File: config.mk
export PLATFORM = sky130hd
export DESIGN_NAME = aes_frame_assembler
export DESIGN_NICKNAME = d
export VERILOG_FILES = /design/src/rtl/aes_frame_assembler.sv
export SDC_FILE = /design/constraint.sdc
export NUM_CORES = 1
export LEC_CHECK = 0
export BUFFER_PORTS_ARGS = -buffer_cell sky130_fd_sc_hd__clkbuf_2
export CAP_MARGIN = 20
export CORE_AREA = 2 2 115 117
export DETAILED_ROUTE_END_ITERATION = 7
export DIE_AREA = 0 0 117 119
export HOLD_SLACK_MARGIN = 0.08
export PLACE_DENSITY_LB_ADDON = 0.3
export SYNTH_ARGS = -nofsm -noshare
export SYNTH_HDL_FRONTEND = slang
export SYNTH_SLANG_ARGS = --single-unit
File: constraint.sdc
create_clock -name clk -period 1.8 [get_ports clk]
set_input_delay 0.36 -clock clk [delete_from_list [all_inputs] [get_ports clk]]
set_output_delay 0.36 -clock clk [all_outputs]
set_load 0.1 [all_outputs]
File: src/rtl/aes_frame_assembler.sv
// Assembles header-tagged UART byte frames into NUM_BYTES-wide words for the AES core.
// Define AES_FRAME_CHECKSUM_EN to require a trailing XOR checksum byte per frame.
module aes_frame_assembler #(
    parameter int          NUM_BYTES      = 16,
    parameter int          TIMEOUT_CYCLES = 1000000,
    parameter logic [7:0]  HDR_KEY        = 8'hA5,
    parameter logic [7:0]  HDR_PT         = 8'h5A
) (
    input  logic                   clk,
    input  logic                   reset,
    input  logic [7:0]             byte_in,
    input  logic                   byte_valid,
    output logic [NUM_BYTES*8-1:0] data_out,
    output logic                   data_is_key,
    output logic                   data_valid,
    input  logic                   data_ready,
    output logic                   frame_error,
    output logic                   overrun
);
    localparam int W  = NUM_BYTES * 8;
    localparam int BW = $clog2(NUM_BYTES + 1);
    localparam int TW = (TIMEOUT_CYCLES > 1) ? $clog2(TIMEOUT_CYCLES) : 1;

    localparam logic [BW-1:0] LAST_BYTE = BW'(NUM_BYTES - 1);
    localparam logic [TW-1:0] TMO_LAST  = TW'(TIMEOUT_CYCLES - 1);

`ifdef AES_FRAME_CHECKSUM_EN
    typedef enum logic [1:0] {IDLE = 2'd0, COLLECT = 2'd1, CHECK = 2'd2, DELIVER = 2'd3} state_t;
`else
    typedef enum logic [1:0] {IDLE = 2'd0, COLLECT = 2'd1, DELIVER = 2'd3} state_t;
`endif

    state_t          state, state_next;
    logic [BW-1:0]   byte_cnt;
    logic [TW-1:0]   tmo_cnt;
    logic            start, shift_en, tmo_inc, err_next, ovr_next;
`ifdef AES_FRAME_CHECKSUM_EN
    logic [7:0]      xor_acc;
`endif

    always_comb begin
        state_next = state;
        start      = 1'b0;
        shift_en   = 1'b0;
        tmo_inc    = 1'b0;
        err_next   = 1'b0;
        ovr_next   = 1'b0;
        case (state)
            IDLE: begin
                if (byte_valid && (byte_in == HDR_KEY || byte_in == HDR_PT)) begin
                    state_next = COLLECT;
                    start      = 1'b1;
                end
            end
            COLLECT: begin
                if (byte_valid) begin
                    shift_en = 1'b1;
                    if (byte_cnt == LAST_BYTE) begin
`ifdef AES_FRAME_CHECKSUM_EN
                        state_next = CHECK;
`else
                        state_next = DELIVER;
`endif
                    end
                end else if (tmo_cnt == TMO_LAST) begin
                    state_next = IDLE;
                    err_next   = 1'b1;
                end else begin
                    tmo_inc = 1'b1;
                end
            end
`ifdef AES_FRAME_CHECKSUM_EN
            CHECK: begin
                if (byte_valid) begin
                    if (byte_in == xor_acc) begin
                        state_next = DELIVER;
                    end else begin
                        state_next = IDLE;
                        err_next   = 1'b1;
                    end
                end else if (tmo_cnt == TMO_LAST) begin
                    state_next = IDLE;
                    err_next   = 1'b1;
                end else begin
                    tmo_inc = 1'b1;
                end
            end
`endif
            DELIVER: begin
                // Bytes arriving here have nowhere to go; including the handshake cycle.
                ovr_next = byte_valid;
                if (data_ready) state_next = IDLE;
            end
            default: state_next = IDLE;
        endcase
    end

    assign data_valid = (state == DELIVER);

    always_ff @(posedge clk) begin
        if (reset) begin
            state       <= IDLE;
            data_out    <= '0;
            data_is_key <= 1'b0;
            frame_error <= 1'b0;
            overrun     <= 1'b0;
            byte_cnt    <= '0;
            tmo_cnt     <= '0;
`ifdef AES_FRAME_CHECKSUM_EN
            xor_acc     <= '0;
`endif
        end else begin
            state       <= state_next;
            frame_error <= err_next;
            overrun     <= ovr_next;
            if (start) begin
                data_is_key <= (byte_in == HDR_KEY);
                byte_cnt    <= '0;
                tmo_cnt     <= '0;
`ifdef AES_FRAME_CHECKSUM_EN
                xor_acc     <= '0;
`endif
            end
            if (shift_en) begin
                data_out <= {data_out[W-9:0], byte_in};
                byte_cnt <= byte_cnt + BW'(1);
                tmo_cnt  <= '0;
`ifdef AES_FRAME_CHECKSUM_EN
                xor_acc  <= xor_acc ^ byte_in;
`endif
            end else if (tmo_inc) begin
                tmo_cnt <= tmo_cnt + TW'(1);
            end
        end
    end
endmodule

# After elaboration in Yosys (flattened, before gate mapping)
# Index checks and enable logic that the tools add are counted.
[totals]
romBits = 0
out_inout_bits = 132
memories = 0
mem_bits_rw = 0
latch_bits = 0
ff_bits = 158
wordCells = 48
[op_classes]
mux = 18
n_lt_le_gt_ge = 0
n_mul = 0
n_bitwise = 2
add_sub_neg = 2
reduce_logical = 9
shifts = 0
div_mod_pow = 0
eq_ne = 10
[op_table]
columns = ["cell", "count"]
rows = [
  ["$mux W20", 2],
  ["$add A20 B1 Y20 const B", 1],
  ["$eq A20 B20 Y1 const B", 1],
  ["$mux W2", 5],
  ["$mux W5", 2],
  ["$eq A8 B7 Y1 const B", 1],
  ["$eq A8 B8 Y1 const B", 1],
  ["$mux W1", 8],
  ["$ne A3 B3 Y1 const B", 2],
  ["$pmux W2 S3", 1],
  ["$add A5 B1 Y5 const B", 1],
  ["$eq A5 B4 Y1 const B", 1],
  ["$reduce_and A4 Y1", 1],
  ["$reduce_bool A2 Y1", 2],
  ["$reduce_or A2 Y1", 2],
  ["$reduce_or A3 Y1", 1],
  ["$eq A2 B1 Y1 const B", 1],
  ["$eq A2 B2 Y1 const B", 1],
  ["$logic_not A2 Y1", 1],
  ["$ne A2 B1 Y1 const B", 1],
  ["$ne A2 B2 Y1 const B", 1],
  ["$not A1 Y1", 2],
  ["$logic_and A1 B1 Y1", 1],
  ["$logic_or A1 B1 Y1", 1],
]

# Depth between registers and ports, before layout
# Gate-level depths: netlist of run 1.
[logic_depth]
depth_word = 7
depth_mapped = 7
ltp_nobuf = 6

# Worst setup path after synthesis of run 1
# Ideal clock, no wire load.
[synth_path]
path_kind = "register to register"
from = "register tmo_cnt[6]"
to = "register tmo_cnt[10]"
t_arrival_ns = 1.784
t_required_ns = 1.674
stages_incl_launch_ff = 7
synth_period_minus_slack_ns = 1.911
setup_slack_ns = -0.111
n_path_buf = 1
path_cell_list = "dfxtp_1 or4_1 or4_1 buf_6 o21a_1 o21ai_0 o31ai_2"
[synth_between]
elab_chain_cells = 5
[synth_lines]
columns = ["element", "line", "source"]
rows = [
  ["start: declaration", "35", "logic [TW-1:0] tmo_cnt;"],
  ["start signal: assignment", "132", "tmo_cnt <= tmo_cnt + TW'(1);"],
  ["branches (longest 5 deep; another with $add A20 B1 Y20)", "--", ""],
]
# Parallel ways; which one is timed is not known.
# A chain may end at the register's enable or synchronous reset.

# Worst setup path in the final report of run 1
[layout_path]
from = "register tmo_cnt[6]"
to = "register tmo_cnt[14]"
# Same word-level chain as after synthesis.

==> results of run 1 <==
[registers in the layout (all words and copies together), names as in the netlist]
| register | cells |
|---|---|
| byte_cnt | 5 |
| data_is_key | 1 |
| tmo_cnt | 20 |
| data_out | 128 |
| state | 2 |
| frame_error | 1 |
| overrun | 1 |
[Yosys cell counts (all sizes together), types with 3 or more instances]
library cell  number  share of area
inv               11         0.0069
and3               4         0.0042
o211ai             4         0.0073
o31ai              3         0.0046
nor3               6         0.0050
nor3b              4         0.0058
nand3             11          0.011
or4                4         0.0050
and4               3         0.0044
and2               5         0.0054
nand2            273           0.17
buf                7         0.0058
ha                 3         0.0063
nand4              7         0.0073
nor2              20          0.013
nor4bb             4         0.0067
dfxtp            158           0.53
nand3b             3         0.0038
clkbuf            42          0.026
a21oi            135           0.11
o21ai             15          0.014
a31oi              3         0.0031
xor2               3         0.0044
[through the flow]
stage | cells | util | total power, W | TNS, ns | worst slack, ns
3_3_place_gp | 1062 | 0.551 | 0.00369 | -3.54 | -0.230
4_1_cts | 1096 | 0.602 | 0.00739 | -4.14 | -0.253
3_5_place_dp | 1062 | 0.551 | 0.00369 | -4.12 | -0.251
5_1_grt | 1097 | 0.606 | 0.00759 | -5.55 | -0.341
6_report | 1097 | 0.606 | 0.00734 | -4.54 | -0.311
2_1_floorplan | 754 | - | 0.00364 | -1.57 | -0.103
[cell type report]
cell class,instances,share of cell area
inverters,11,0.00529
clock inverters,12,0.0202
well taps,176,0.0282
multi-input cells,536,0.341
repair buffers,184,0.141
clock buffers,20,0.0585
flip-flops and latches,158,0.406
[worst max-delay path: stages, from the launching register on]
cell and delay (ns):
sky130_fd_sc_hd__dfxtp_2 0.32, sky130_fd_sc_hd__or4_4 0.52, sky130_fd_sc_hd__or4_4 0.44, sky130_fd_sc_hd__buf_6 0.16, sky130_fd_sc_hd__o21ai_4 0.24, sky130_fd_sc_hd__nand3_4 0.18
sky130_fd_sc_hd__o22ai_1 0.18
[worst paths after layout]
kind | cells after the start | slack, ns | to | from
worst min-delay path | 3 | 0.19 | data_out[1] | byte_in[1]
worst max-delay path | 6 | -0.31 | tmo_cnt[14] | tmo_cnt[6]
worst max register to register | 6 | -0.31 | tmo_cnt[14] | tmo_cnt[6]
worst min register to register | 2 | 0.46 | data_out[124] | data_out[124]
[cell families after synthesis]
kind of cell    share of synthesized area
buf+inv                            0.0391
simple gates                        0.256
mux                               0.00334
xor+xnor                          0.00731
fa+ha+maj                         0.00627
compound gates                      0.160
flops                               0.528
[placed cells by master, fill, tap and decap left out, types with 5 or more instances in the layout]
cell and instances:
sky130_fd_sc_hd__nand2_1 270, sky130_fd_sc_hd__dfxtp_1 157, sky130_fd_sc_hd__clkbuf_2 141, sky130_fd_sc_hd__a21oi_1 134, sky130_fd_sc_hd__buf_4 35, sky130_fd_sc_hd__nor2_1 20
sky130_fd_sc_hd__clkbuf_16 17, sky130_fd_sc_hd__inv_1 11, sky130_fd_sc_hd__nand3_1 9, sky130_fd_sc_hd__nand4_1 7, sky130_fd_sc_hd__o21ai_0 6, sky130_fd_sc_hd__buf_12 5
[per-layer routing]
layer  routed length [µm]  track usage  part of all wire  up-vias
met2                 7110        0.336              0.46      186
met4                  205       0.0676             0.013        0
met5                    0            0                 0        -
met3                 1280       0.0774             0.082       21
li1                     -            -                 -     2833
met1                 6980        0.320              0.45     2641
[power by group]
| group | total [W] | leakage [nW] | internal, W | switching, W |
|---|---|---|---|---|
| clock | 0.00373 | 0.299 | 0.00227 | 0.00146 |
| sequential | 0.00350 | 1.27 | 0.00350 | 0.000000525 |
| combinational | 0.000112 | 1.45 | 0.0000298 | 0.0000826 |
| total | 0.00734 | 3.02 | 0.00579 | 0.00155 |
[timing repair]
action	4_1_cts	5_1_grt
cloned	1	0
pin swaps	5	8
setup endpoints to repair	22	23
gates resized for setup	11	11
buffers inserted	1	2
==> implementation parameters, run 1 <==
Parameter                              Value

STA
  FMAX ... 0.474 GHz
  Final Hold Violating Endpoints ... 0
  Unrepaired setup endpoints after global routing ... yes
  Fin Hold WS ... 0.190 ns
  Final Max Slew Viols ... 0
  Worst-Margin Slew ... 0.569 ns
  Setup clock skew after layout ... 0.00840 ns
  Setup-failing EPs final ... 21
  Worst setup margin ... -0.311 ns
  Worst relative slew slack ... 0.622
  Fin crit share ... 1.17
  Final worst path period need ... 2.11 ns

Setup path
  Arrival time at the worst endpoint ... 2.47 ns
  Endpoint required time on the critical path ... between 2 and 2.5 ns
  Largest fanout of any net on the critical path ... 7
  Kind of start point of the critical path ... flip-flop
  Class of the most critical setup path ... reg2reg
  Kind of end point of the critical path ... flip-flop

Synthesis
  Count of flip-flops with a built-in enable after synthesis ... 0
  Flip-flop cell with the highest count after synthesis ... sky130_fd_sc_hd__dfxtp_1
  Sequential fraction of the synthesis area ... 0.528
  Syn avg cell area ... 7.94 µm²
  Mapped Cells ... between 700 and 800
  Share of synthesized registers carrying an async set or reset ... 0
  Synth Net Count ... 769
  Synthesis-stage register bit count ... about 160
  Post-synthesis instance area ... 0.00599 mm²
  Synth Warn # ... 0
  Count of unique library cells instantiated by Yosys ... 52

Route
  Final routed wire length divided by cell count ... 14.2 µm
  Via count of the routed design ... about 5,700
  1st-iter DRT viols ... 370
  Number of optimization iterations in the first detailed-route pass ... 5
  DRC errors left ... 0
  Final routed wirelength across all metal layers ... 15,600 µm
  Vias/cell ... 5.18
  Number of routed nets with antenna violations ... 0

Pwr
  Peak ir drop on the vdd network ... 0.000768 V
  Pwr dens ... 941 mW/mm²
  Leakage power figure ... 3.02 nW

Global route
  Via count of the first global-routing pass ... 5,082
  Maximum number of pins on one net before global-route repair ... 72
  Wire length of the first global-routing pass ... 25,300 µm
  Total routing resource utilization after global routing ... 0.229
  Antenna violations before repair ... 0
  GR Overflow Total ... 0

Final layout
  Area Growth Syn to Fin ... 30.3%
  Layout filler cell count ... 1,157
  Area taken by flip-flops and latches ... 0.00316 mm²
  Number of nets in the layout ... between 900 and 1,000
  Area of combinational cells with multiple inputs ... 0.00266 mm²
  Summed area of non-filler cells in the final layout ... 0.00780 mm²
  Fraction of layout instances using a drive strength above 1 ... 0.261
  Antenna diode count ... 0

Placement
  HPWL Detailed ... 10,200 µm
  Buffers added on ports ... 143
  Global placer's final weighted congestion ... between 0.8 and 0.9
  DP Area ... 0.00710 mm²

Clocking
  TritonCTS clock tree ... done
  Root Buffer ... sky130_fd_sc_hd__clkbuf_16
  Source-to-sink clock delay at the later pin of the worst-skew pair ... 0.43 ns
  Clock transition at the registers of the reported paths ... around 0.06 ns
  Post-CTS Hold Fix Bufs ... 0
  # H-tree levels ... 4
  Number of buffers between clock root and the deepest sink ... 2
  Clock sink count ... 158
  Number of CTS-inserted buffers ... 17

Floorplanning
  Core Footprint ... 0.0129 mm²
  # rows ... 42
  X dimension of the die ... about 120 µm
  Starting density of the core ... 0.465
  Die height ... 119 µm
  IO Pins ... between 100 and 150
  Total die area ... 0.0139 mm²

Run status
  Violations in the final reports ... setup timing
  Outcome ... complete, but fails checks

Job
  MaxCap Viol Count ... 0

Hold path
  Hold/Removal Path Class ... in2reg
(Power assumes the default switching activity.)
==> run 2, diff against run 1 <==
CORE_AREA = 2 2 120 122   (was 2 2 115 117)
DIE_AREA = 0 0 122 124   (was 0 0 117 119)
SKIP_CTS_REPAIR_TIMING = 1   (was unset)
==> run 2 against run 1 <==
Net effect:
- critical path type unchanged
- non-clock buffer count is 4 higher
- clock skew is 0.0033 ns lower
- the run still ends with setup timing left
- wire length is 1.9% lower
- clock-buffer cell count stayed put
- clock power is 7.5% lower
- power is 3.8% lower
- combinational power is 4% higher
- largest power group is now sequential cells
- cell count is 0.55% higher
==> implementation parameters, run 2 (synthesized netlist as in run 1, its figures left out) <==
Parameter                              Value

Global route
  Wire length of the first global-routing pass ... roughly 25,000 µm
  GR Overflow Total ... 0
  Via count of the first global-routing pass ... 5,045
  Maximum number of pins on one net before global-route repair ... 89
  Antenna violations before repair ... 0
  Total routing resource utilization after global routing ... 0.205

Placement
  Buffers added on ports ... 143
  Global placer's final weighted congestion ... around 0.9
  DP Area ... 0.00712 mm²
  Number of cells in the design after placement ... 1,068
  HPWL Detailed ... 10,200 µm

Route
  1st-iter DRT viols ... 373
  Number of routed nets with antenna violations ... 0
  Vias/cell ... 5.07
  Via count of the routed design ... 5,595
  Final routed wirelength across all metal layers ... 15,300 µm
  DRC errors left ... 0
  Number of optimization iterations in the first detailed-route pass ... 5
  Final routed wire length divided by cell count ... 13.9 µm

Floorplanning
  IO Pins ... 144
  # rows ... 43
  Total die area ... approximately 0.015 mm²
  Starting density of the core ... 0.437
  X dimension of the die ... 122 µm
  Core Footprint ... between 0.01 and 0.015 mm²
  Die height ... 124 µm

Clocking
  TritonCTS clock tree ... done
  Clock transition at the registers of the reported paths ... 0.06 ns
  Root Buffer ... sky130_fd_sc_hd__clkbuf_16
  Number of buffers between clock root and the deepest sink ... 2
  Clock sink count ... 158
  Number of CTS-inserted buffers ... 17
  Source-to-sink clock delay at the later pin of the worst-skew pair ... 0.42 ns
  # H-tree levels ... 4

Final layout
  Commonest non-fill, non-tap cells in the layout ... sky130_fd_sc_hd__nand2_1, sky130_fd_sc_hd__dfxtp_1, sky130_fd_sc_hd__clkbuf_2
  Most flops, register ... data_out
  Number of nets in the layout ... 927
  Number of non-filler instances in the completed layout ... 1,103
  Largest registers ... data_out x128, tmo_cnt x20, byte_cnt x5
  Flip-flop count of the largest register after layout ... 128
  Layout filler cell count ... between 1,000 and 1,500
  Most frequent standard cell in the layout excluding fill and tap cells ... sky130_fd_sc_hd__nand2_1
  Antenna diode count ... 0
  Summed area of non-filler cells in the final layout ... 0.00776 mm²
  Fraction of layout instances using a drive strength above 1 ... 0.254
  Area Growth Syn to Fin ... 29.6%

Pwr
  Overall power of the completed layout ... 0.00706 W
  Pwr dens ... 910 mW/mm²
  Peak ir drop on the vdd network ... 0.000521 V
  Leakage power figure ... about 3 nW

Run status
  Violations in the final reports ... setup timing
  Outcome ... complete, but fails checks

Setup path
  Kind of end point of the critical path ... flip-flop
  Worst flop-to-flop path endpoint ... tmo_cnt[1]
  Largest fanout of any net on the critical path ... 5
  Endpoint of the worst setup timing path ... tmo_cnt[1]
  Kind of start point of the critical path ... flip-flop
  Critical Path Most Common Cell ... sky130_fd_sc_hd__or4_4
  Slowest stage cell, crit path ... sky130_fd_sc_hd__or4_4
  Worst stage delay on the critical path ... 0.52 ns
  Class of the most critical setup path ... reg2reg
  R2R Path Start ... tmo_cnt[6]
  Critical Path, Cell by Cell ... or4_4 > or4_4 > buf_6 > o21ai_4 > buf_4 > nand3_1 > a21oi_1
  Worst Setup SP ... tmo_cnt[6]
  R2R depth ... 7
  Arrival time at the worst endpoint ... 2.43 ns
  Endpoint required time on the critical path ... 2.14 ns
  Worst R2R Setup Slack ... -0.28 ns

STA
  Setup-failing EPs final ... 21
  Worst-Margin Slew ... between 0.5 and 0.6 ns
  Setup clock skew after layout ... 0.00508 ns
  Final Hold Violating Endpoints ... 0
  Fin crit share ... 1.16
  Worst relative slew slack ... 0.617
  Worst setup margin ... -0.281 ns
  Unrepaired setup endpoints after global routing ... yes
  FMAX ... 0.480 GHz
  Final worst path period need ... 2.08 ns
  Setup TNS after final layout ... -4.42 ns
  Final Max Slew Viols ... 0

Hold path
  Hold/Removal Path Class ... in2reg

Job
  MaxCap Viol Count ... 0
run 2: per-layer routing:
layer	GRT usage	vias up	wire (µm)
met5	0	-	0
met4	0.0733	0	111
met3	0.0687	10	1050
met2	0.314	134	7180
met1	0.269	2609	6940
li1	-	2842	-
run 2: how the worst min path moves through the flow:
stage	start	end	slack (ns)	depth (start not counted)
after floorplan	byte_cnt[3]	byte_cnt[3]	0.44	1
after global placement	data_out[124]	data_out[124]	0.44	2
after detailed placement	data_out[127]	data_out[127]	0.45	2
after CTS	byte_in[4]	data_out[4]	0.17	3
after global routing	byte_in[2]	data_out[2]	0.21	3
final	byte_in[4]	data_out[4]	0.19	3
run 2: area by class of cell:
cell class,instances,area (µm²),share of cell area
well taps,180,225,0.0290
repair buffers,188,1140,0.146
flip-flops and latches,158,3160,0.408
clock buffers,20,447,0.0576
inverters,11,41.3,0.00532
multi-input cells,536,2630,0.339
clock inverters,10,115,0.0148
run 2: through the flow:
| step | hold slack [ns] | worst slack, ns | util |
|---|---|---|---|
| after floorplan | 0.439 | -0.103 | - |
| after detailed placement | 0.449 | -0.243 | 0.519 |
| after global routing | 0.207 | -0.326 | 0.566 |
| after CTS | 0.169 | -0.257 | 0.560 |
| final | 0.191 | -0.281 | 0.566 |
| after global placement | 0.442 | -0.231 | 0.519 |
run 2: critical path, delay by kind of cell, from the launching register on:
family | cells | cell delay, ns
AND/OR/NAND/NOR | 3 | 1.02
buffers and inverters | 2 | 0.32
flip-flops | 1 | 0.31
AO/OA/AOI/OAI | 2 | 0.35
run 2: power breakdown:
| group | internal, W | switching, W | total (W) |
|---|---|---|---|
| Combinational | 0.0000335 | 0.0000840 | 0.000117 |
| Clock | 0.00206 | 0.00139 | 0.00345 |
| Sequential | 0.00350 | 0.000000538 | 0.00350 |
